### src/rtl/placement_cost_eval.sv
// Edge-list wirelength evaluator: fetches both endpoint positions per edge and
// accumulates Manhattan and 1-hop cost. Define PLACEMENT_MAXLEN_EN to track max_len.
module placement_cost_eval #(
  parameter int N_EDGE  = 71,
  parameter int EDGE_AW = 9,
  parameter int POS_AW  = 7,
  parameter int DW      = 32
) (
  input  logic                 clk,
  input  logic                 reset,
  input  logic                 start,
  output logic                 busy,
  output logic                 done,
  output logic                 edge_re,
  output logic [EDGE_AW-1:0]   edge_addr,
  input  logic [DW-1:0]        edge_a,
  input  logic [DW-1:0]        edge_b,
  output logic                 pos_re,
  output logic [POS_AW-1:0]    pos_addr,
  input  logic signed [DW-1:0] pos_x,
  input  logic signed [DW-1:0] pos_y,
  output logic signed [DW-1:0] sum,
  output logic signed [DW-1:0] sum_1hop,
  output logic [DW-1:0]        max_len,
  output logic                 unplaced_err
);

  localparam logic [EDGE_AW:0] N_EDGE_C = (EDGE_AW+1)'(N_EDGE);

  typedef enum logic [3:0] {
    IDLE, E_RD, E_WT, A_RD, A_WT, B_RD, B_WT, B_CAP, DIFF, ACC, DONE
  } state_t;

  function automatic logic [DW-1:0] abs_diff(input logic signed [DW-1:0] a,
                                             input logic signed [DW-1:0] b);
    logic [DW-1:0] d;
    d = a - b;
    return d[DW-1] ? -d : d;
  endfunction

  function automatic logic [DW-1:0] ceil_half(input logic [DW-1:0] v);
    return (v >> 1) + {{(DW-1){1'b0}}, v[0]};
  endfunction

  function automatic logic is_unplaced(input logic signed [DW-1:0] v);
    return v == '1;
  endfunction

  state_t                state_q;
  logic [EDGE_AW:0]      i_q, i_d;
  logic                  busy_q, done_q, edge_re_q, pos_re_q, err_q;
  logic [EDGE_AW-1:0]    edge_addr_q;
  logic [POS_AW-1:0]     pos_addr_q, b_q;
  logic signed [DW-1:0]  sum_q, hop_q;
  logic signed [DW-1:0]  xa_q, ya_q, xb_q, yb_q;
  logic [DW-1:0]         dx_q, dy_q, len_d, hop_d;
  logic                  unplaced_d;
  logic                  unused_hi;

  assign i_d        = i_q + 1'b1;
  assign len_d      = dx_q + dy_q;
  assign hop_d      = ceil_half(dx_q) + ceil_half(dy_q) - DW'(1);
  assign unplaced_d = is_unplaced(xa_q) | is_unplaced(ya_q) |
                      is_unplaced(xb_q) | is_unplaced(yb_q);
  assign unused_hi  = ^{edge_a[DW-1:POS_AW], edge_b[DW-1:POS_AW]};

  // edge_a is used straight from the ROM in A_RD so a 2-cycle ROM still works
  assign pos_addr = (state_q == A_RD) ? edge_a[POS_AW-1:0] : pos_addr_q;

  always_ff @(posedge clk or negedge reset) begin
    if (!reset) begin
      state_q     <= IDLE;
      i_q         <= '0;
      busy_q      <= 1'b0;
      done_q      <= 1'b0;
      edge_re_q   <= 1'b0;
      edge_addr_q <= '0;
      pos_re_q    <= 1'b0;
      pos_addr_q  <= '0;
      sum_q       <= '0;
      hop_q       <= '0;
      err_q       <= 1'b0;
    end else begin
      edge_re_q <= 1'b0;
      pos_re_q  <= 1'b0;
      done_q    <= 1'b0;
      case (state_q)
        IDLE: if (start) begin
          sum_q       <= '0;
          hop_q       <= '0;
          err_q       <= 1'b0;
          i_q         <= '0;
          edge_addr_q <= '0;
          if (N_EDGE_C == '0) begin
            state_q <= DONE;
          end else begin
            state_q   <= E_RD;
            busy_q    <= 1'b1;
            edge_re_q <= 1'b1;
          end
        end
        E_RD:  state_q <= E_WT;
        E_WT: begin
          state_q  <= A_RD;
          pos_re_q <= 1'b1;
        end
        A_RD: begin
          state_q    <= A_WT;
          pos_addr_q <= edge_a[POS_AW-1:0];
        end
        A_WT: begin
          state_q    <= B_RD;
          pos_re_q   <= 1'b1;
          pos_addr_q <= b_q;
        end
        B_RD:  state_q <= B_WT;
        B_WT:  state_q <= B_CAP;
        B_CAP: state_q <= DIFF;
        DIFF:  state_q <= ACC;
        ACC: begin
          if (unplaced_d) begin
            err_q <= 1'b1;
          end else begin
            sum_q <= sum_q + $signed(len_d - DW'(1));
            hop_q <= hop_q + $signed(hop_d);
          end
          i_q <= i_d;
          if (i_d == N_EDGE_C) begin
            state_q <= DONE;
          end else begin
            state_q     <= E_RD;
            edge_re_q   <= 1'b1;
            edge_addr_q <= i_d[EDGE_AW-1:0];
          end
        end
        DONE: begin
          state_q <= IDLE;
          busy_q  <= 1'b0;
          done_q  <= 1'b1;
        end
        default: state_q <= IDLE;
      endcase
    end
  end

  // datapath capture: b id, endpoint A, endpoint B, then |dx|,|dy|
  always_ff @(posedge clk) begin
    case (state_q)
      A_RD: b_q <= edge_b[POS_AW-1:0];
      B_RD: begin
        xa_q <= pos_x;
        ya_q <= pos_y;
      end
      B_CAP: begin
        xb_q <= pos_x;
        yb_q <= pos_y;
      end
      DIFF: begin
        dx_q <= abs_diff(xa_q, xb_q);
        dy_q <= abs_diff(ya_q, yb_q);
      end
      default: ;
    endcase
  end

`ifdef PLACEMENT_MAXLEN_EN
  logic [DW-1:0] max_q;

  always_ff @(posedge clk or negedge reset) begin
    if (!reset)                                            max_q <= '0;
    else if (state_q == IDLE && start)                     max_q <= '0;
    else if (state_q == ACC && !unplaced_d && len_d > max_q) max_q <= len_d;
  end

  assign max_len = max_q;
`else
  assign max_len = '0;
`endif

  assign busy         = busy_q;
  assign done         = done_q;
  assign edge_re      = edge_re_q;
  assign edge_addr    = edge_addr_q;
  assign pos_re       = pos_re_q;
  assign sum          = sum_q;
  assign sum_1hop     = hop_q;
  assign unplaced_err = err_q;

endmodule

### config.mk
export PLATFORM = sky130hd
export DESIGN_NAME = placement_cost_eval
export DESIGN_NICKNAME = d
export VERILOG_FILES = /design/src/rtl/placement_cost_eval.sv
export SDC_FILE = /design/constraint.sdc
export NUM_CORES = 1
export LEC_CHECK = 0
export ABC_AREA = 1
export BUFFER_PORTS_ARGS = -buffer_cell sky130_fd_sc_hd__buf_2
export CORE_MARGIN = 4
export CORE_UTILIZATION = 25
export DETAILED_ROUTE_END_ITERATION = 8
export GPL_TIMING_DRIVEN = 0
export PLACE_DENSITY = 0.45
export SYNTH_ARGS = -nofsm -noshare
export SYNTH_HDL_FRONTEND = slang
export SYNTH_SLANG_ARGS = --single-unit
### constraint.sdc
create_clock -name clk -period 4.1 [get_ports clk]
set_clock_uncertainty 0.2 [all_clocks]
set_input_delay 0.82 -clock clk [delete_from_list [all_inputs] [get_ports clk]]
set_output_delay 0.82 -clock clk [all_outputs]
set_load 0.02 [all_outputs]
== After elaboration in Yosys (flattened, before gate mapping) ==
Index checks and enable logic that the tools add are counted.

* Add/sub/neg operators: 13
* Multiplexer cells: 27
* Equal/unequal tests: 19
* Reductions and logical operators: 10
* Bitwise gates (word level): 3

{| class="wikitable"
|+ Operators with widths
! operator !! count
|-
| adder 32 bit || 4
|-
| equality test 32 bit, second input constant || 4
|-
| one-hot mux 32 bit (2 select lines) || 2
|-
| two-way mux 32 bit || 3
|-
| adder 31 x 1 -> 32 bit || 2
|-
| negation 32 bit || 2
|-
| subtractor 32 x 1 -> 32 bit, second input constant || 2
|-
| subtractor 32 bit || 2
|-
| two-way mux 31 bit || 2
|-
| one-hot mux 4 bit (10 select lines) || 1
|-
| one-hot mux 10 bit (2 select lines) || 1
|-
| two-way mux 9 bit || 2
|-
| one-hot mux 9 bit (2 select lines) || 1
|-
| equality test 4 x 3 -> 1 bit, second input constant || 4
|-
| one-hot mux 7 bit (2 select lines) || 1
|-
| equality test 4 bit, second input constant || 3
|-
| adder 10 x 1 -> 10 bit, second input constant || 1
|-
| equality test 10 x 7 -> 1 bit, second input constant || 1
|-
| two-way mux 10 bit || 1
|-
| AND reduction 3 bit || 3
|-
| equality test 4 x 2 -> 1 bit, second input constant || 2
|-
| two-way mux 4 bit || 2
|-
| inequality test 2 bit, second input constant || 4
|-
| two-way mux 1 bit || 7
|-
| 8 further kinds || 15
|}

* Output and inout port bits: 117
* Logic and storage cells: 92
* Input bits: 131
* Bits in registers: 298

== Logic depth before layout (Yosys ltp) ==
* Depth after elaboration: 6
* Mapped depth: 22
* Gate-level depth less buffers: 22

== Worst setup path after synthesis ==
OpenSTA, ideal clock, no wires.

* Path type: flip-flop to flip-flop
* From: reg state_q[1]
* To: reg dx_q[0], enable pin
* Slack: 0.076 ns
* Required time: 3.412 ns
* Cell stages (with the launch flop): 4
* Path buffers: 0
* Period minus slack after synthesis: 4.024 ns
* Library setup time: 0.488 ns
* Arrival: 3.337 ns
* Cells stage by stage: dfrtp_1 nor2_1 inv_1 nor2_1

* Longest elaborated chain between the ends: 1

{| class="wikitable"
|+ Ends and longest elaborated chain
! item !! RTL line !! source
|-
| start: declaration || 49 || <nowiki>state_t state_q;</nowiki>
|-
| start signal: assignment || 72 || <nowiki>state_q <= IDLE;</nowiki>
|-
| start signal: assignment || 95 || <nowiki>state_q <= DONE;</nowiki>
|-
| start signal: assignment || 97 || <nowiki>state_q <= E_RD;</nowiki>
|-
| equality test 4 bit || 148 || <nowiki>case (state_q)</nowiki>
|-
| end signal: assignment || 159 || <nowiki>dx_q <= abs_diff(xa_q, xb_q);</nowiki>
|-
| end: declaration || 56 || <nowiki>logic [DW-1:0] dx_q, dy_q, len_d, hop_d;</nowiki>
|}

No other way between the ends.
A chain may end at the register's enable or synchronous reset.

== Worst setup path in the final report ==
* From: reg dx_q[1]
* To: reg sum_q[27] (netlist: sum[27])

* Longest elaborated chain between the ends: 5

{| class="wikitable"
|+ Ends and longest elaborated chain
! item !! RTL line !! source
|-
| adder 32 bit || 61 || <nowiki>assign len_d = dx_q + dy_q;</nowiki>
|-
| subtractor 32 x 1 -> 32 bit || 124 || <nowiki>sum_q <= sum_q + $signed(len_d - DW'(1));</nowiki>
|-
| adder 32 bit || 124 ||
|-
| two-way mux 32 bit || 121 || <nowiki>if (unplaced_d) begin</nowiki>
|-
| one-hot mux 32 bit (2 select lines) || 87 || <nowiki>case (state_q)</nowiki>
|-
| end signal: assignment || 124 ||
|-
| end: declaration || 54 || <nowiki>logic signed [DW-1:0] sum_q, hop_q;</nowiki>
|}

No other way between the ends. The select of a mux whose other input is x is not followed.

==> flow_results.xml <==
<?xml version="1.0" encoding="UTF-8"?>
<metrics>
  <group name="floorplan">
    <metric name="ioPinCount" unit="">248</metric>
    <metric name="dieWidth" unit="um">317</metric>
    <metric name="design.core.area" unit="mm^2">0.0939</metric>
    <metric name="design.die.area" unit="mm^2">0.100</metric>
    <metric name="rows" unit="">112</metric>
    <metric name="die_h" unit="um">317</metric>
    <metric name="initial_utilization" unit="%">25.4</metric>
  </group>
  <group name="synth">
    <metric name="seq_area_frac_synth" unit="%">35.5</metric>
    <metric name="netlist.area_leader.share" unit="%">25.1</metric>
    <metric name="synth-main-ff-cell" unit="">sky130_fd_sc_hd__edfxtp_1</metric>
    <metric name="synthesis.yosys.warnings" unit="">0</metric>
    <metric name="ys_types" unit="">50</metric>
    <metric name="post-synth-top-area-cell" unit="">sky130_fd_sc_hd__edfxtp_1</metric>
    <metric name="avgSynthCellArea" unit="um^2">7.60</metric>
    <metric name="synth-seq-cells" unit="">298</metric>
    <metric name="synth_edf_count" unit="">199</metric>
    <metric name="synthArstFlopShare" unit="%">33.2</metric>
    <metric name="synthCells" unit="">3136</metric>
    <metric name="combined_area_of_all_synthesized_cells" unit="mm^2">0.0238</metric>
    <metric name="synth_top_cells_by_area" unit="">sky130_fd_sc_hd__edfxtp_1, sky130_fd_sc_hd__nand2_1, sky130_fd_sc_hd__dfrtp_1</metric>
  </group>
  <group name="clocking">
    <metric name="cts_sinks" unit="">298</metric>
    <metric name="cts_tree" unit="">done</metric>
    <metric name="clkTransAtPathRegs" unit="ns">0.06</metric>
    <metric name="cts-root-buf" unit="">sky130_fd_sc_hd__clkbuf_16</metric>
    <metric name="cts_htree_levels" unit="">2</metric>
    <metric name="tritoncts.num_buffers" unit="">38</metric>
    <metric name="clock_latency" unit="ns">0.57</metric>
    <metric name="ctsLongestPathBuffers" unit="">3</metric>
  </group>
  <group name="run">
    <metric name="cap_violations" unit="">0</metric>
  </group>
  <group name="global_routing">
    <metric name="largest_net_degree_at_the_start_of_global_routing" unit="">69</metric>
    <metric name="first_global_vias" unit="">19918</metric>
    <metric name="wire_length_of_the_first_global_routing_pass" unit="mm">113</metric>
    <metric name="grt-ovfl-total" unit="">0</metric>
    <metric name="initial_antenna_violation_count" unit="">7</metric>
    <metric name="grt_use_total" unit="%">14.5</metric>
  </group>
  <group name="critical_path">
    <metric name="timing.reg2reg.setup_slack" unit="ns">0.27</metric>
    <metric name="timing.setup.critical_path_class" unit="">flip-flop to flip-flop</metric>
    <metric name="crit_path_cell_trace" unit="">inv_1 -&gt; ha_1 -&gt; fa_1 -&gt; inv_1 -&gt; ha_1 -&gt; fa_1 -&gt; nand3_1 -&gt; nand2_1 -&gt; a21oi_2 -&gt; o21bai_1 -&gt; nand2_1 -&gt; nand2_1 -&gt; nand2_1 -&gt; nand2_1 -&gt; nand2_1 -&gt; nand2_1 -&gt; a21oi_1 -&gt; o21ai_1 -&gt; nand2_1</metric>
    <metric name="critical-path-slowest-cell" unit="">sky130_fd_sc_hd__fa_1</metric>
    <metric name="r2r.worst_path.cells" unit="">19</metric>
    <metric name="crit_required" unit="ns">4.41</metric>
    <metric name="timing.critical_path.from_type" unit="">flip-flop</metric>
    <metric name="critical_path_arrival" unit="ns">4.14</metric>
    <metric name="critPathCaptureType" unit="">flip-flop</metric>
    <metric name="crit_top_cell" unit="">sky130_fd_sc_hd__nand2_1</metric>
    <metric name="cp_slowest_stage_delay" unit="ns">0.50</metric>
    <metric name="max_fanout_on_critical_path" unit="">4</metric>
  </group>
  <group name="timing">
    <metric name="setup_viol" unit="">0</metric>
    <metric name="fmaxAchievable" unit="MHz">261</metric>
    <metric name="worst_slack" unit="ns">0.269</metric>
    <metric name="grt_setup_unrepaired" unit="">false</metric>
    <metric name="final.min_clock_period" unit="ns">3.83</metric>
    <metric name="max-slew-margin-rel" unit="%">32.1</metric>
    <metric name="timing.final.max_slew_violations" unit="">0</metric>
    <metric name="tightestPinTransition" unit="ns">1.02</metric>
    <metric name="hold_violations" unit="">0</metric>
    <metric name="fin_crit_sh" unit="%">93.4</metric>
    <metric name="fin_hold_ws" unit="ns">0.223</metric>
  </group>
  <group name="route">
    <metric name="routed_wirelength" unit="mm">72.4</metric>
    <metric name="post_drt_via_cell_ratio" unit="">4.21</metric>
    <metric name="dr.pass1.iters" unit="">5</metric>
    <metric name="post-route-drc-count" unit="">0</metric>
    <metric name="wl_per_cell" unit="um">15.5</metric>
    <metric name="ant_nets" unit="">0</metric>
    <metric name="detailroute.via_count" unit="">19640</metric>
    <metric name="drt_first_iter_violations" unit="">963</metric>
  </group>
  <group name="worst_hold_path">
    <metric name="hold_path_class" unit="">input pin to flip-flop</metric>
    <metric name="whs_path_depth" unit="">1</metric>
  </group>
  <group name="placement">
    <metric name="post-dp-hpwl" unit="mm">61.8</metric>
    <metric name="port_buffers" unit="">165</metric>
    <metric name="place_worst_setup_slack" unit="ns">0.0675</metric>
    <metric name="place.gp.congestion" unit="">0.890</metric>
  </group>
  <group name="run_status">
    <metric name="status" unit="">completed</metric>
  </group>
  <group name="power_and_ir_drop">
    <metric name="p_total" unit="mW">18.9</metric>
    <metric name="vdd.ir_drop.worst" unit="uV">255</metric>
    <metric name="power.static_leakage" unit="nW">14.1</metric>
    <metric name="power.density_cell_area" unit="mW/mm^2">678</metric>
  </group>
  <group name="layout">
    <metric name="nNetsFinal" unit="">3767</metric>
    <metric name="flow.area_growth_from_synthesis" unit="%">16.8</metric>
    <metric name="fraction_of_final_layout_cells_with_drive_strength_greater_than_1" unit="%">11.7</metric>
  </group>
</metrics>
[cells in the final DEF, fill, tap and decap left out, drive strengths merged, types with 14 or more instances in the layout]
cell and instances:
o21ai 92, a21o 14, xnor2 26, nand3 152, edfxtp 199, nand3b 19, conb 32, nor3 34
a21oi 130, buf 220, clkinv 18, nand2 919, nand4 60, ha 190, o22ai 44, xor2 54
fa 65, dfrtp 99, clkbuf 50, nor2 245, inv 681
[flip-flops by register name, indices dropped and copies added (netlist names)]
name	cells
xb_q	32
done	1
ya_q	32
b_q	7
busy	1
dy_q	32
edge_re	1
pos_addr_q	7
pos_re	1
sum	32
state_q	4
dx_q	32
xa_q	32
edge_addr	9
sum_1hop	32
unplaced_err	1
i_q	10
yb_q	32
[layout make-up]
cell class | count | area, um^2
diodes | 1 | 2.50
plain buffers | 51 | 360
clock buffers | 46 | 1070
clock inverters | 23 | 226
fillers | 10322 | 66100
inverters | 681 | 2560
multi-input cells | 2137 | 12600
flip-flops and latches | 298 | 8450
well taps | 1254 | 1570
repair buffers | 174 | 997
[what timing repair did]
action	CTS	global route
hold buffers	1	0
setup endpoints to repair	0	12
setup buffers	0	1
resized for setup	0	5
endpoints found under the hold margin	31	0
[path summary, 6_finish.rpt]
check	from	endpoint
hold / removal	edge_b[1]	b_q[1]
hold reg to reg	edge_addr[7]	edge_addr[7]
setup reg to reg	dx_q[1]	sum[27]
setup / recovery	dx_q[1]	sum[27]
max in group asynchronous	reset	edge_addr[6]
min in group asynchronous	reset	sum_1hop[18]
[critical path: cells and delay by family, from the launching register on]
kind / cells / cell delay, ns
AOI/OAI and AO/OA: 4 / 0.55
DFF: 1 / 0.47
buffers and inverters: 2 / 0.18
adders and majority gates: 4 / 1.44
and+or+nand+nor: 9 / 0.92
[cell families after synthesis]
family | share of synthesized area (%)
AO/OA/AOI/OAI | 7.43
other | 0.0157
buffers and inverters | 12.2
flip-flops | 35.5
AND/OR/NAND/NOR | 26.1
multiplexers | 0.331
XOR/XNOR | 2.97
adder cells (fa/ha/maj) | 15.4
[through the flow]
| stage | area, um^2 | setup TNS, ns | instances | utilization, % |
|---|---|---|---|---|
| 3_5_place_dp | 26500 | 0 | 4593 | 28.2 |
| 5_1_grt | 27800 | 0 | 4664 | 29.6 |
| 4_1_cts | 27800 | 0 | 4663 | 29.6 |
| 2_1_floorplan | 23900 | 0 | 3167 | - |
| 3_3_place_gp | 26300 | -301.78 | 4586 | 28.1 |
| 6_report | 27800 | 0 | 4665 | 29.6 |
[cells in the mapped netlist, types with 2 or more instances]
cell type / n
sky130_fd_sc_hd__inv_2: 21
sky130_fd_sc_hd__nor3_1: 29
sky130_fd_sc_hd__a221oi_1: 2
sky130_fd_sc_hd__o22ai_1: 44
sky130_fd_sc_hd__a31oi_1: 9
sky130_fd_sc_hd__inv_1: 659
sky130_fd_sc_hd__o21ai_1: 15
sky130_fd_sc_hd__ha_1: 190
sky130_fd_sc_hd__o21a_1: 6
sky130_fd_sc_hd__nand3_1: 143
sky130_fd_sc_hd__and2_1: 4
sky130_fd_sc_hd__buf_4: 34
sky130_fd_sc_hd__nor4_1: 13
sky130_fd_sc_hd__nor2_1: 221
sky130_fd_sc_hd__xnor2_1: 26
sky130_fd_sc_hd__nand3_2: 9
sky130_fd_sc_hd__nor2_4: 6
sky130_fd_sc_hd__buf_2: 9
sky130_fd_sc_hd__or2_2: 2
sky130_fd_sc_hd__o21ai_2: 3
sky130_fd_sc_hd__nor2_2: 18
sky130_fd_sc_hd__nand4_1: 60
sky130_fd_sc_hd__clkbuf_1: 4
sky130_fd_sc_hd__a21oi_1: 127
sky130_fd_sc_hd__dfrtp_1: 99
sky130_fd_sc_hd__a21oi_2: 3
sky130_fd_sc_hd__o31ai_1: 4
sky130_fd_sc_hd__a21o_1: 14
sky130_fd_sc_hd__o21bai_1: 7
sky130_fd_sc_hd__o21ai_0: 74
sky130_fd_sc_hd__nand3b_1: 19
sky130_fd_sc_hd__nand2_1: 880
sky130_fd_sc_hd__edfxtp_1: 199
sky130_fd_sc_hd__nor3_2: 5
sky130_fd_sc_hd__nand2_4: 3
sky130_fd_sc_hd__xor2_1: 53
sky130_fd_sc_hd__nand2_2: 36
sky130_fd_sc_hd__fa_1: 65
sky130_fd_sc_hd__mux2_2: 7
sky130_fd_sc_hd__buf_6: 4
[layer usage]
| metal | part of all wire [%] | track usage [%] | vias to the layer above |
|---|---|---|---|
| met3 | 4.4 | 2.83 | 101 |
| met2 | 46 | 24.3 | 293 |
| met5 | 0.10 | 0 | - |
| met4 | 2.8 | 4.20 | 12 |
| li1 | - | - | 10383 |
| met1 | 46 | 19.1 | 8851 |
[power breakdown]
part	switching (mW)	total, mW	internal, mW
logic	7.34	11.0	3.67
registers	0.329	4.40	4.07
clock network	1.37	3.47	2.11
No activity file was read; power rests on OpenSTA's default activity.
